===== config.mk =====
export PLATFORM = sky130hd
export DESIGN_NAME = spi_cfg_regs
export DESIGN_NICKNAME = d
export VERILOG_FILES = /design/src/rtl/spi_cfg_regs_pkg.sv /design/src/rtl/spi_cfg_regs_sync_edge.sv /design/src/rtl/spi_cfg_regs.sv
export SDC_FILE = /design/constraint.sdc
export NUM_CORES = 1
export LEC_CHECK = 0
export CORE_MARGIN = 2
export CORE_UTILIZATION = 55
export DETAILED_ROUTE_END_ITERATION = 10
export PLACE_DENSITY = 0.8
export REMOVE_ABC_BUFFERS = 1
export SLEW_MARGIN = 40
export SYNTH_ARGS = -nofsm -noshare
export SYNTH_HDL_FRONTEND = slang
export SYNTH_SLANG_ARGS = --single-unit

===== constraint.sdc =====
create_clock -name clk -period 12.7 [get_ports clk]
set_clock_uncertainty 0.1 [all_clocks]
set_input_delay 1.27 -clock clk [delete_from_list [all_inputs] [get_ports clk]]
set_output_delay 1.27 -clock clk [all_outputs]
set_load 0.02 [all_outputs]

===== src/rtl/spi_cfg_regs_pkg.sv =====
// Shared definitions for the SPI configuration register slave: FSM states,
// command byte layout and the byte map of the synth parameters held in cfg.
package cfg_pkg;

  typedef enum logic [1:0] {
    ST_IDLE   = 2'd0,
    ST_CMD    = 2'd1,
    ST_DATA   = 2'd2,
    ST_COMMIT = 2'd3
  } state_e;

  // Command byte layout: W flag on top, start address below it
  localparam int CMD_W_BIT = 7;
  localparam int ADDR_W    = 7;

  // Writing this address fires a trigger pulse instead of storing data
  localparam logic [ADDR_W-1:0] DEFAULT_TRIG_ADDR = 7'h7F;

  // Synth field byte offsets inside cfg (multi-byte fields are little-endian)
  localparam int ADSR_A          = 0;
  localparam int ADSR_D          = 1;
  localparam int ADSR_S          = 2;
  localparam int ADSR_R          = 3;
  localparam int OSC_COUNT       = 4;
  localparam int OSC_COUNT_BYTES = 4;
  localparam int FILTER_A        = 8;
  localparam int FILTER_A_BYTES  = 2;
  localparam int FILTER_B        = 10;
  localparam int FILTER_B_BYTES  = 2;

  // Address auto-increment; the 7-bit address space wraps 127 -> 0
  function automatic logic [ADDR_W-1:0] next_addr(input logic [ADDR_W-1:0] addr);
    return addr + 7'd1;
  endfunction

endpackage


===== src/rtl/spi_cfg_regs_sync_edge.sv =====
// Clock-domain crossing helpers for the SPI pins: a plain multi-flop
// synchroniser, and a synchroniser with single-cycle rise/fall pulses.
module spi_sync #(
  parameter int   STAGES  = 2,
  parameter logic RST_VAL = 1'b0
) (
  input  logic clk,
  input  logic rst,
  input  logic d_i,
  output logic q_o
);

  logic [STAGES-1:0] chain_q;
  logic [STAGES-1:0] chain_d;

  // Move the asynchronous input one stage deeper each clock
  always_comb begin
    chain_d    = chain_q;
    chain_d[0] = d_i;
    for (int i = 1; i < STAGES; i++) begin
      chain_d[i] = chain_q[i-1];
    end
  end

  // Synchroniser flops, reset to the pin's idle level
  always_ff @(posedge clk or posedge rst) begin
    if (rst) begin
      chain_q <= {STAGES{RST_VAL}};
    end else begin
      chain_q <= chain_d;
    end
  end

  assign q_o = chain_q[STAGES-1];

endmodule

module spi_sync_edge #(
  parameter int   SYNC_STAGES = 2,
  parameter logic RST_VAL     = 1'b0
) (
  input  logic clk,
  input  logic rst,
  input  logic d_i,
  output logic rise_o,
  output logic fall_o
);

  logic level_s;
  logic prev_q;
  logic prev_d;

  spi_sync #(
    .STAGES  (SYNC_STAGES),
    .RST_VAL (RST_VAL)
  ) u_sync (
    .clk (clk),
    .rst (rst),
    .d_i (d_i),
    .q_o (level_s)
  );

  // Previous synchronised level, used to spot transitions
  always_comb begin
    prev_d = level_s;
  end

  // Delayed copy of the synchronised level
  always_ff @(posedge clk or posedge rst) begin
    if (rst) begin
      prev_q <= RST_VAL;
    end else begin
      prev_q <= prev_d;
    end
  end

  assign rise_o = level_s & ~prev_q;
  assign fall_o = ~level_s & prev_q;

endmodule


===== src/rtl/spi_cfg_regs.sv =====
// SPI mode-0 configuration slave: addressed byte register file with burst
// writes into shadow registers, atomic commit on nss rise, readback on miso,
// a trigger address and an audio mute during write transactions.
module spi_cfg_regs
  import cfg_pkg::*;
#(
  parameter int                NUM_BYTES   = 12,
  parameter logic [ADDR_W-1:0] TRIG_ADDR   = DEFAULT_TRIG_ADDR,
  parameter int                SYNC_STAGES = 2
) (
  input  logic                   clk,
  input  logic                   rst,
  input  logic                   sck,
  input  logic                   mosi,
  input  logic                   nss,
  output logic                   miso,
  output logic                   miso_oe,
  output logic [NUM_BYTES*8-1:0] cfg,
  output logic                   cfg_valid,
  output logic                   mute,
  output logic                   trig
);

  localparam int CFG_W = NUM_BYTES * 8;

  // Byte at addr from a register image; unimplemented addresses read as zero
  function automatic logic [7:0] reg_byte(input logic [CFG_W-1:0] regs,
                                          input logic [ADDR_W-1:0] addr);
    logic [7:0] b;
    b = 8'h00;
    for (int i = 0; i < NUM_BYTES; i++) begin
      if (addr == ADDR_W'(i)) begin
        b = regs[8*i +: 8];
      end
    end
    return b;
  endfunction

  logic sck_rise_s, sck_fall_s;
  logic nss_rise_s, nss_fall_s;
  logic mosi_s;

  spi_sync_edge #(.SYNC_STAGES(SYNC_STAGES), .RST_VAL(1'b0)) u_sck_sync (
    .clk    (clk),
    .rst    (rst),
    .d_i    (sck),
    .rise_o (sck_rise_s),
    .fall_o (sck_fall_s)
  );

  spi_sync_edge #(.SYNC_STAGES(SYNC_STAGES), .RST_VAL(1'b1)) u_nss_sync (
    .clk    (clk),
    .rst    (rst),
    .d_i    (nss),
    .rise_o (nss_rise_s),
    .fall_o (nss_fall_s)
  );

  spi_sync #(.STAGES(SYNC_STAGES), .RST_VAL(1'b0)) u_mosi_sync (
    .clk (clk),
    .rst (rst),
    .d_i (mosi),
    .q_o (mosi_s)
  );

  state_e              state_q, state_d;
  logic [2:0]          bit_cnt_q, bit_cnt_d;
  logic [7:0]          shreg_q, shreg_d;
  logic                is_write_q, is_write_d;
  logic [ADDR_W-1:0]   addr_q, addr_d;
  logic                dirty_q, dirty_d;
  logic                trig_pending_q, trig_pending_d;
  logic [CFG_W-1:0]    shadow_q, shadow_d;
  logic [CFG_W-1:0]    cfg_q, cfg_d;
  logic                cfg_valid_q, cfg_valid_d;
  logic                trig_q, trig_d;
  logic                mute_q, mute_d;
  logic                miso_oe_q, miso_oe_d;
  logic [7:0]          miso_sr_q, miso_sr_d;
  logic                miso_q, miso_d;
  logic [7:0]          byte_s;
  logic [7:0]          rd_byte_s;

  // Byte as it stands once the current mosi bit is shifted in
  assign byte_s = {shreg_q[6:0], mosi_s};

  // FSM state register
  always_ff @(posedge clk or posedge rst) begin
    if (rst) begin
      state_q <= ST_IDLE;
    end else begin
      state_q <= state_d;
    end
  end

  // Next-state logic: frame start, command completion, frame end
  always_comb begin
    state_d = state_q;
    case (state_q)
      ST_IDLE: begin
        if (nss_fall_s) begin
          state_d = ST_CMD;
        end else begin
          state_d = ST_IDLE;
        end
      end
      ST_CMD: begin
        if (nss_rise_s) begin
          state_d = ST_IDLE;
        end else if (sck_rise_s && (bit_cnt_q == 3'd7)) begin
          state_d = ST_DATA;
        end else begin
          state_d = ST_CMD;
        end
      end
      ST_DATA: begin
        if (nss_rise_s) begin
          state_d = (is_write_q && dirty_q) ? ST_COMMIT : ST_IDLE;
        end else begin
          state_d = ST_DATA;
        end
      end
      ST_COMMIT: begin
        state_d = ST_IDLE;
      end
      default: begin
        state_d = ST_IDLE;
      end
    endcase
  end

  // Datapath and registered outputs for each FSM state
  always_comb begin
    bit_cnt_d      = bit_cnt_q;
    shreg_d        = shreg_q;
    is_write_d     = is_write_q;
    addr_d         = addr_q;
    dirty_d        = dirty_q;
    trig_pending_d = trig_pending_q;
    shadow_d       = shadow_q;
    cfg_d          = cfg_q;
    cfg_valid_d    = 1'b0;
    trig_d         = 1'b0;
    mute_d         = mute_q;
    miso_oe_d      = miso_oe_q;
    miso_sr_d      = miso_sr_q;
    miso_d         = miso_q;
    rd_byte_s      = 8'h00;

    case (state_q)
      ST_IDLE: begin
        if (nss_fall_s) begin
          // Start every frame from the committed image
          shadow_d       = cfg_q;
          bit_cnt_d      = 3'd0;
          shreg_d        = 8'h00;
          is_write_d     = 1'b0;
          dirty_d        = 1'b0;
          trig_pending_d = 1'b0;
          addr_d         = {ADDR_W{1'b0}};
          miso_sr_d      = 8'h00;
          miso_d         = 1'b0;
        end else begin
          bit_cnt_d = bit_cnt_q;
        end
      end

      ST_CMD: begin
        if (nss_rise_s) begin
          mute_d    = 1'b0;
          miso_oe_d = 1'b0;
          miso_d    = 1'b0;
        end else if (sck_rise_s) begin
          shreg_d   = byte_s;
          bit_cnt_d = bit_cnt_q + 3'd1;
          if (bit_cnt_q == 3'd7) begin
            is_write_d = byte_s[CMD_W_BIT];
            addr_d     = byte_s[ADDR_W-1:0];
            if (byte_s[CMD_W_BIT]) begin
              mute_d = 1'b1;
            end else begin
              // Read: first data byte is on miso before the next sck rise
              rd_byte_s = reg_byte(shadow_q, byte_s[ADDR_W-1:0]);
              miso_oe_d = 1'b1;
              miso_sr_d = rd_byte_s;
              miso_d    = rd_byte_s[7];
            end
          end else begin
            addr_d = addr_q;
          end
        end else begin
          bit_cnt_d = bit_cnt_q;
        end
      end

      ST_DATA: begin
        if (nss_rise_s) begin
          // Any partial trailing byte in shreg is simply dropped
          mute_d    = 1'b0;
          miso_oe_d = 1'b0;
          miso_d    = 1'b0;
        end else if (sck_rise_s) begin
          shreg_d   = byte_s;
          bit_cnt_d = bit_cnt_q + 3'd1;
          if (bit_cnt_q == 3'd7) begin
            addr_d = next_addr(addr_q);
            if (is_write_q) begin
              dirty_d = 1'b1;
              for (int i = 0; i < NUM_BYTES; i++) begin
                if (addr_q == ADDR_W'(i)) begin
                  shadow_d[8*i +: 8] = byte_s;
                end
              end
              if (addr_q == TRIG_ADDR) begin
                trig_pending_d = 1'b1;
              end else begin
                trig_pending_d = trig_pending_q;
              end
            end else begin
              dirty_d = dirty_q;
            end
          end else begin
            addr_d = addr_q;
          end
        end else if (sck_fall_s && !is_write_q) begin
          if (bit_cnt_q == 3'd0) begin
            // Byte boundary: present the byte at the (already advanced) address
            rd_byte_s = reg_byte(shadow_q, addr_q);
            miso_sr_d = rd_byte_s;
            miso_d    = rd_byte_s[7];
          end else begin
            miso_sr_d = {miso_sr_q[6:0], 1'b0};
            miso_d    = miso_sr_q[6];
          end
        end else begin
          bit_cnt_d = bit_cnt_q;
        end
      end

      ST_COMMIT: begin
        cfg_d          = shadow_q;
        cfg_valid_d    = 1'b1;
        trig_d         = trig_pending_q;
        dirty_d        = 1'b0;
        trig_pending_d = 1'b0;
        is_write_d     = 1'b0;
        mute_d         = 1'b0;
      end

      default: begin
        mute_d    = 1'b0;
        miso_oe_d = 1'b0;
      end
    endcase
  end

  // Datapath and output registers
  always_ff @(posedge clk or posedge rst) begin
    if (rst) begin
      bit_cnt_q      <= 3'd0;
      shreg_q        <= 8'h00;
      is_write_q     <= 1'b0;
      addr_q         <= {ADDR_W{1'b0}};
      dirty_q        <= 1'b0;
      trig_pending_q <= 1'b0;
      shadow_q       <= {CFG_W{1'b0}};
      cfg_q          <= {CFG_W{1'b0}};
      cfg_valid_q    <= 1'b0;
      trig_q         <= 1'b0;
      mute_q         <= 1'b0;
      miso_oe_q      <= 1'b0;
      miso_sr_q      <= 8'h00;
      miso_q         <= 1'b0;
    end else begin
      bit_cnt_q      <= bit_cnt_d;
      shreg_q        <= shreg_d;
      is_write_q     <= is_write_d;
      addr_q         <= addr_d;
      dirty_q        <= dirty_d;
      trig_pending_q <= trig_pending_d;
      shadow_q       <= shadow_d;
      cfg_q          <= cfg_d;
      cfg_valid_q    <= cfg_valid_d;
      trig_q         <= trig_d;
      mute_q         <= mute_d;
      miso_oe_q      <= miso_oe_d;
      miso_sr_q      <= miso_sr_d;
      miso_q         <= miso_d;
    end
  end

  assign cfg       = cfg_q;
  assign cfg_valid = cfg_valid_q;
  assign trig      = trig_q;
  assign mute      = mute_q;
  assign miso_oe   = miso_oe_q;
  assign miso      = miso_q;

endmodule


==> metrics.md <==
| Metric | Value |
|---|---|
| TritonCTS clock tree | done |
| Max Cap Viol | 0 |
| Register area share after synthesis | 0.491 |
| Status | completed |
| Cts hold-fix bufs | 0 |
| Clock buffer count from CTS | 25 |
| Cell Chain, Critical Path | inv_1 -> ha_1 -> buf_4 -> clkinv_2 -> buf_4 -> a21oi_1 -> o32a_1 -> buf_4 -> a21o_1 -> o21ai_0 |
| Dominant synthesized flop cell | dfrtp_1 |
| Filler-free cell count of the finished design | 1584 |
| PwrDens | 118 nW/um^2 |
| Critical path arrival | 4230 ps |
| Ranking of synthesized cells by area | dfrtp_1 48%, mux2_2 10%, o21ai_0 6.4% |
| Antenna Nets Post-Route | 0 |
| Slew Viols, Final | 0 |
| Final #Nets | 1308 |
| Yosys warns | 0 |
| EDFF count, synth | 0 |
| Inst Count DP | 1538 |
| Post-CTS Setup Bufs | 0 |
| Initial core utilization | 0.564 |
| Slew headroom | 0.400 |
| Number of vias in the routed layout | 10200 |
| Slowest cell on crit path | clkinv_2 |
| Die H | 151 um |
| Post-DP Area | 13100 um^2 |
| CP Capture Type | flop |
| Synth top cells by count | 231 x dfrtp_1, 186 x nand2_1, 153 x o21ai_0, 144 x a21oi_1, 109 x mux2_2 |
| # diodes | 0 |
| Mapped cell area | 11900 um^2 |
| Avg WL per Cell | 21.9 um |
| Startpoint types | flop |
| Clk Latency, worst-skew pair | 550 ps |
| CTS sink count | 234 |
| Fin worst setup slack | 8750 ps |
| Tmin final | 3950 ps |
| H-tree depth | 1 |
| Num rows | 53 |
| RSZ-0062 raised after global routing | no |
| Initial antenna violation count | 0 |
| Vias in the first global route | 9915 |
| Worst-Margin Slew | 900 ps |
| Share of cells above drive strength 1 | 0.147 |
| DR iter-0 viols | 1114 |
| Critical path type | reg -> reg |
| Cell family with most CP delay | buffers and inverters |
| Flops & latches, synth | 234 |
| Finish-stage setup viols | 0 |
| Area leader, netlist | dfrtp_1 |
| Area Overhead vs Synth | 16.9% |
| First-pass GRT wire length | 55100 um |
| Core Area | 21200 um^2 |
| Asr flop ratio synth | 1.00 |
| Pre-CTS setup slack | 8780 ps |
| Die Area | 22900 um^2 |
| Largest net degree at the start of global routing | 93 |
| Routability Congestion | 0.983 |
| Final hold viol count | 0 |
| Worst path bufs/invs | 5 |
| Gr ovfl total | 0 |
| Crit-path max FO | 62 |
| CTS Buffer Depth | 3 |
| Mapped Cells | 1235 |
| CP Data Required Time | 12980 ps |
| Top-area cell type share of the netlist area | 0.484 |
| Most frequent cell after synthesis | dfrtp_1 |
| Finished Cell Area | 13900 um^2 |
| Yosys cell types | 68 |
| Detail Placement HPWL | 22800 um |
| GRT Total Usage | 0.309 |
| Iteration count of the initial detailed-routing pass | 6 |
| Setup TNS | 0 ps |
| Num ports | 106 |
| Fillers | 1629 |
| Worst-path clk slew | 60 ps |
| Die X | 151 um |
| Root buffer cell | clkbuf_16 |
| VDD IR max | 0.0000867 V |
| Hold crit path type | reg -> reg |
| Syn_area_per_cell | 9.66 um^2 |
| Detailed-route DRC error count | 0 |
| Max Freq | 0.253 GHz |
| I/O Buffers | 105 |
| WHS | 259 ps |
| Leakage | 5.96 nW |
| PostCTS Resize Cnt | 0 |
| Most frequent CP cell | buf_4 |
| Total Wirelength | 34700 um |
| Peak per-stage delay on the critical path | 670 ps |
| Vias/cell | 6.47 |
| Final worst-path cycle share | 0.311 |
## power by group
part           internal [W]  switching, W
clock              0.000457      0.000305
combinational     0.0000323     0.0000886
sequential         0.000753    0.00000636
## cells in the final DEF (no fill, tap or decap), drive strengths merged, types with 5 or more instances in the layout
cell type / count
a32oi: 6
clkbuf: 39
mux2i: 6
a22oi: 11
and3: 6
o21bai: 5
a21o: 17
buf: 15
inv: 22
dfrtp: 231
or3: 6
a211oi: 8
nand2b: 8
clkdlybuf4s50: 105
clkinv: 5
o21ai: 163
nor2: 32
o211ai: 8
o22ai: 10
mux2: 109
and2: 13
nand4: 5
nand3: 23
nor3: 19
a21oi: 146
ha: 13
nor2b: 10
nand2: 187
a31oi: 13
a221oi: 8
mux4: 7
## flip-flops by register name, summed over array words and instances (netlist names)
name and flops:
u_nss_sync.u_sync.chain_q 2, miso_oe 1, bit_cnt_q 3, u_mosi_sync.chain_q 2, u_sck_sync.u_sync.chain_q 2, miso_sr_q 7
addr_q 7, dirty_q 1, cfg 96, cfg_valid 1, trig 1, state_q 2
shreg_q 7, mute 1, u_sck_sync.prev_q 1, u_nss_sync.prev_q 1, miso 1, is_write_q 1
trig_pending_q 1, shadow_q 96
## final timing paths
check | from | end | slack (ps) | cells after the start
hold / removal | u_nss_sync.u_sync.chain_q[0] | u_nss_sync.u_sync.chain_q[1] | 260 | 0
hold reg to reg | u_nss_sync.u_sync.chain_q[0] | u_nss_sync.u_sync.chain_q[1] | 260 | 0
max in group asynchronous | rst | u_mosi_sync.chain_q[1] | 10260 | 3
setup / recovery | state_q[0] | shadow_q[2] | 8750 | 10
min in group asynchronous | rst | addr_q[1] | 1140 | 2
setup reg to reg | state_q[0] | shadow_q[2] | 8750 | 10
## worst register-to-register path, delay by kind of cell, from the launching register on
family	cells	cell delay (ps)
buffers and inverters	5	2000
AOI/OAI and AO/OA	4	1110
DFF	1	440
adders and majority gates	1	150
## cell type report
type	instances	area, um^2	share of cell area
Tap cell	275	344	0.0247
Sequential cell	234	5860	0.420
Clock inverter	7	129	0.00924
Multi-Input combinational cell	886	5620	0.403
Timing Repair Buffer	120	1170	0.0840
Inverter	23	95.1	0.00682
Clock buffer	39	728	0.0522
## metal layers
metal / track usage / vias to the layer above / share of wire
met5: 0 / - / 0
met2: 0.469 / 533 / 0.46
met4: 0.133 / 0 / 0.047
li1: - / 4545 / -
met3: 0.0536 / 110 / 0.083
met1: 0.439 / 5053 / 0.42
## kinds of logic after synthesis
| group | count (synthesis) | synth area share |
|---|---|---|
| adder cells (fa/ha/maj) | 13 | 0.0136 |
| flip-flops | 234 | 0.491 |
| multiplexers | 122 | 0.121 |
| buffers and inverters | 115 | 0.0404 |
| AO/OA/AOI/OAI | 426 | 0.208 |
| AND/OR/NAND/NOR | 323 | 0.124 |
| XOR/XNOR | 2 | 0.00147 |
## stage by stage
stage | util | power (W)
2_1_floorplan | - | 0.000850
3_3_place_gp | 0.618 | 0.000889
3_5_place_dp | 0.619 | 0.000892
4_1_cts | 0.659 | 0.00165
5_1_grt | 0.659 | 0.00169
6_report | 0.659 | 0.00164
Power figures use the tool's default switching activity.
==> variant 1, RTL diff (same flow settings) <==
Re-encode `state_e` (4 states) as one-hot, 4 bits wide.
--- a/src/rtl/spi_cfg_regs_pkg.sv
+++ b/src/rtl/spi_cfg_regs_pkg.sv
@@ -2,11 +2,11 @@
 // command byte layout and the byte map of the synth parameters held in cfg.
 package cfg_pkg;
 
-  typedef enum logic [1:0] {
-    ST_IDLE   = 2'd0,
-    ST_CMD    = 2'd1,
-    ST_DATA   = 2'd2,
-    ST_COMMIT = 2'd3
+  typedef enum logic [3:0] {
+    ST_IDLE   = 4'b0001,
+    ST_CMD    = 4'b0010,
+    ST_DATA   = 4'b0100,
+    ST_COMMIT = 4'b1000
   } state_e;
 
   // Command byte layout: W flag on top, start address below it
Function: same outputs for any inputs over 4 cycles, from zero or initial values and one cycle with rst high; so few cycles prove little.
==> variant 1 against the unedited design <==
- core utilization rose by 0.35 points
- routed wire length shrank 1.3%
- count of clock-buffer cells in the layout fell by 3
- final area up 0.22%
- fmax is 11% higher
- sequential share of layout area grew 0.28 points
- critical path type unchanged
- global-route usage fell by 0.30 points
- worst setup slack gained 0.39 ns
- sequential cell count is 2 higher
- synthesized area down 0.51%
- first-iteration DRC count rose by 20%
- non-clock buffer count rose by 3
Power is not compared: it rests on default switching activity, and its combinational part moved more than twofold at a synthesized area within 25%.
==> variant 1: results (changes against the unedited design) <==
status=completed; HP Start=u_sck_sync.u_sync.chain_q[0]; Fin. Hold Viols=0 (unchanged); Synth Area in Compound Gates=21.3% (+0.51 points); share of layout cells above drive strength 1=17.0% (+2.3 points); Leak=5.90 nW; worst slack, placed=8.77 ns (-0.0106 ns); first-pass GRT wire length=54600 um (-0.85%); sequential-to-total area share from yosys stat=49.8% (+0.69 points); drt total wl=34300 um (-1.3%); post-cts resize count=0 (unchanged); Synth async-reset ratio=100% (unchanged); initial antenna violation count=0 (unchanged); hold path cells=0 (unchanged); number of global-route vias before repair=9881 (-0.34%); P_int=roughly 1.5 mW; crit path from=state_q[0]; ant diodes=0 (unchanged); RePlAce Congestion=0.976 (-0.70%); Clk pin slew, worst setup/hold paths=0.06 ns (about the same); Post-CTS Setup Inserts=0 (unchanged); first drt pass iteration count=5 (-1); mux contribution to synthesized area=11.9% (-0.18 points); R2R depth=6 (-4); met2 Usage GRT=49.0% (+2.1 points); Cells after Synth=1187 (-3.9%); slew margin rel.=43.3% (+3.3 points); CP arrival=3.89 ns (-0.34 ns); met1 GRT Util=43.2% (-0.77 points); top cells by area, synth=dfrtp_1 49%, mux2_2 9.5%, a21oi_1 9.4%, nor2_1 4.5%, o21ai_0 2.4%; P_sw=0.682 mW; top sig layer=met4; sequential power=1.04 mW; GR Util All Layers=30.6% (-0.30 points); hpwl dp=22800 um (-0.31%); Iteration-0 DRC Markers=1339 (+20%); peak supply drop=between 0.1 and 0.15 mV; crit-path max FO=16 (-74%); placed instance count=1494 (-2.9%); via count=10.1k (-1.8%); xor/xnor share of the synthesized area=0.0738% (-0.073 points); met3 WL post-DR=3040 um (+5.8%); Routed met2 length=16300 um (+2.7%); Synth top cells by count=232 x dfrtp_1, 223 x a21oi_1, 141 x nor2_1; layout net count=1259 (-3.7%); Num CTS Buffers=25 (unchanged); Distinct cells, synth=73 (+7.4%); largest net degree at the start of global routing=109 (+17%); Routed WL per cell=22.2 um (+1.4%); DRT met1 WL=14100 um (-1.9%); grt met3 use=5.51% (+0.15 points); Cell Area, Placed=13100 sq um (-0.12%); CTS H-tree depth=1 (unchanged); Synth Area in Adders=0.822% (-0.54 points); worst min-delay path class=reg2reg
[variant 1: cell count changes after synthesis, moves of 79 or more]
cell | before | now
a21oi_1 | 144 | 223
nand2_1 | 186 | 42
nor2_1 | 32 | 141
o21ai_0 | 153 | 56
[variant 1: worst paths after layout]
path / to / slack, ns
hold reg to reg: u_sck_sync.u_sync.chain_q[1] / 0.25
min in group asynchronous: u_sck_sync.u_sync.chain_q[0] / 1.14
setup reg to reg: shadow_q[93] / 9.14
max in group asynchronous: cfg[30] / 9.73
hold / removal: u_sck_sync.u_sync.chain_q[1] / 0.25
setup / recovery: shadow_q[93] / 9.14
[variant 1: layout make-up]
cell class,count,area (sq um)
timing repair buffer,123,1200
clock buffer,36,737
tap,275,344
sequential,236,5910
clock inverter,10,131
multi-input combinational,837,5540
inverter,24,103
fill,1632,7110
[variant 1: critical path, stage by stage (launching register included)]
cell and delay [ns]:
dfstp_2 0.64, or4b_2 0.97, nor2_1 0.32, o2bb2ai_2 0.37
a21boi_2 0.75, nor2_1 0.13, a21oi_1 0.19
==> variant 2, RTL diff (config.mk and constraints unchanged) <==
Without the edit above. `RST_VAL` is set to 1'b0 in 4 places; all go to 1'b1.
--- a/src/rtl/spi_cfg_regs_sync_edge.sv
+++ b/src/rtl/spi_cfg_regs_sync_edge.sv
@@ -2,7 +2,7 @@
 // synchroniser, and a synchroniser with single-cycle rise/fall pulses.
 module spi_sync #(
   parameter int   STAGES  = 2,
-  parameter logic RST_VAL = 1'b0
+  parameter logic RST_VAL = 1'b1
 ) (
   input  logic clk,
   input  logic rst,
@@ -37,7 +37,7 @@
 
 module spi_sync_edge #(
   parameter int   SYNC_STAGES = 2,
-  parameter logic RST_VAL     = 1'b0
+  parameter logic RST_VAL     = 1'b1
 ) (
   input  logic clk,
   input  logic rst,
--- a/src/rtl/spi_cfg_regs.sv
+++ b/src/rtl/spi_cfg_regs.sv
@@ -40,7 +40,7 @@
   logic nss_rise_s, nss_fall_s;
   logic mosi_s;
 
-  spi_sync_edge #(.SYNC_STAGES(SYNC_STAGES), .RST_VAL(1'b0)) u_sck_sync (
+  spi_sync_edge #(.SYNC_STAGES(SYNC_STAGES), .RST_VAL(1'b1)) u_sck_sync (
     .clk    (clk),
     .rst    (rst),
     .d_i    (sck),
@@ -56,7 +56,7 @@
     .fall_o (nss_fall_s)
   );
 
-  spi_sync #(.STAGES(SYNC_STAGES), .RST_VAL(1'b0)) u_mosi_sync (
+  spi_sync #(.STAGES(SYNC_STAGES), .RST_VAL(1'b1)) u_mosi_sync (
     .clk (clk),
     .rst (rst),
     .d_i (mosi),
Formal check against the unedited RTL: same outputs for any inputs over 4 cycles, from zero or initial values and one cycle with rst high; that may be too few to reach the edited logic, so the function may still have changed.
==> variant 2 against the unedited design <==
- final area about the same
- power down 0.24%
- routed wire length up 0.48%
- synthesized area about the same
- worst hold slack worse by 0.0053 ns
- die area about the same
- global-route usage up 0.22 points
- via count down 0.34%
- worst setup slack better by 0.63 ns
- sequential cell count unchanged
- first-iteration DRC count down 0.63%
- largest cell class unchanged
- highest routed layer unchanged
==> variant 2: results (changes against the unedited design) <==
mux contribution to synthesized area=12.1% (about the same); worst skew pair latency=0.53 ns (-0.02 ns); xor/xnor share of the synthesized area=0.147% (about the same); largest net degree at the start of global routing=94 (+1.1%); hpwl dp=22700 um (-0.43%); Synth top cells by count=226 x dfrtp_1, 186 x nand2_1, 153 x o21ai_0; Vias/cell=6.46 (about the same); layout net count=1305 (-0.23%); Leak=5.95 nW (-0.20%); Num CTS Buffers=26 (+4.0%); first drt pass iteration count=7 (+1); Iteration-0 DRC Markers=1107 (-0.63%); status=completed; worst slack, placed=9.35 ns (+0.573 ns); placed instance count=1534 (-0.26%); number of global-route vias before repair=9923 (+0.081%); Synth Area in Compound Gates=20.8% (about the same); reg2reg end=shadow_q[88]; crit-path max FO=39 (-37%); peak supply drop=0.0937 mV (+8.2%); sequential-to-total area share from yosys stat=49.1% (about the same); R2R depth=8 (-2); GR Util All Layers=31.1% (+0.22 points); Routed WL per cell=22.1 um (+0.73%); share of layout cells above drive strength 1=15.1% (+0.43 points); top cells by area, synth=dfrtp_1 47%, mux2_2 10%, o21ai_0 6.4%, a21oi_1 6.0%, nand2_1 5.8%; Filler Cell Count=1681 (+3.2%)
==> variant 2: how the worst max path moves through the flow <==
stage	endpoint	slack [ns]	depth (start not counted)
CTS	dirty_q	9.35	8
floorplan	addr_q[0]	4.93	1
detailed placement	dirty_q	9.35	8
global placement	cfg[55]	9.22	3
global route	miso_sr_q[5]	9.19	10
finish	shadow_q[88]	9.38	8
==> variant 2: area by class of cell <==
| type | instances | share of cell area [%] |
|---|---|---|
| Clock buffer | 39 | 5.53 |
| Clock inverter | 7 | 0.629 |
| Inverter | 23 | 0.673 |
| Multi-Input combinational cell | 886 | 40.4 |
| Sequential cell | 234 | 42.1 |
| Tap cell | 275 | 2.47 |
| Timing Repair Buffer | 116 | 8.21 |
==> variant 2: power by group <==
part	switching, mW	total [mW]	internal (mW)
logic	0.0898	0.121	0.0309
registers	0.00598	0.760	0.754
clock network	0.301	0.757	0.457
total	0.397	1.64	1.24
==> variant 2: cell families (layout without fill, tap and decap cells) <==
kind of cell,Yosys count,after routing
buffers and inverters,115,185
flip-flops,234,234
XOR/XNOR,2,2
multiplexers,122,122
AND/OR/NAND/NOR,323,323
adder cells (fa/ha/maj),13,13
AO/OA/AOI/OAI,426,426
==> variant 2: per-stage QoR <==
step                      area [sq um]  power [mW]  hold slack, ns
after detailed placement         13100       0.890           0.248
after global placement           13000       0.888           0.247
after floorplan                  11500       0.850           0.245
after global routing             13900        1.69           0.258
final                            13900        1.64           0.253
after CTS                        13900        1.64           0.256
==> variant 2: worst max-delay path, cell delays in order (launching register included) <==
cell and delay [ns]:
dfrtp_1 0.43, inv_1 0.13, ha_1 0.15, buf_4 0.39, inv_2 0.39, a21oi_1 0.23
o32a_1 0.57, a21o_1 0.53, o21ai_0 0.21
==> variant 2: per-layer routing <==
layer / part of all wire, % / global-route usage (%) / wire length [um]
met1: 42 / 44.5 / 14600
met3: 8.5 / 5.57 / 2960
met4: 3.5 / 11.0 / 1220
met2: 46 / 48.0 / 16200
met5: 0 / 0 / 0
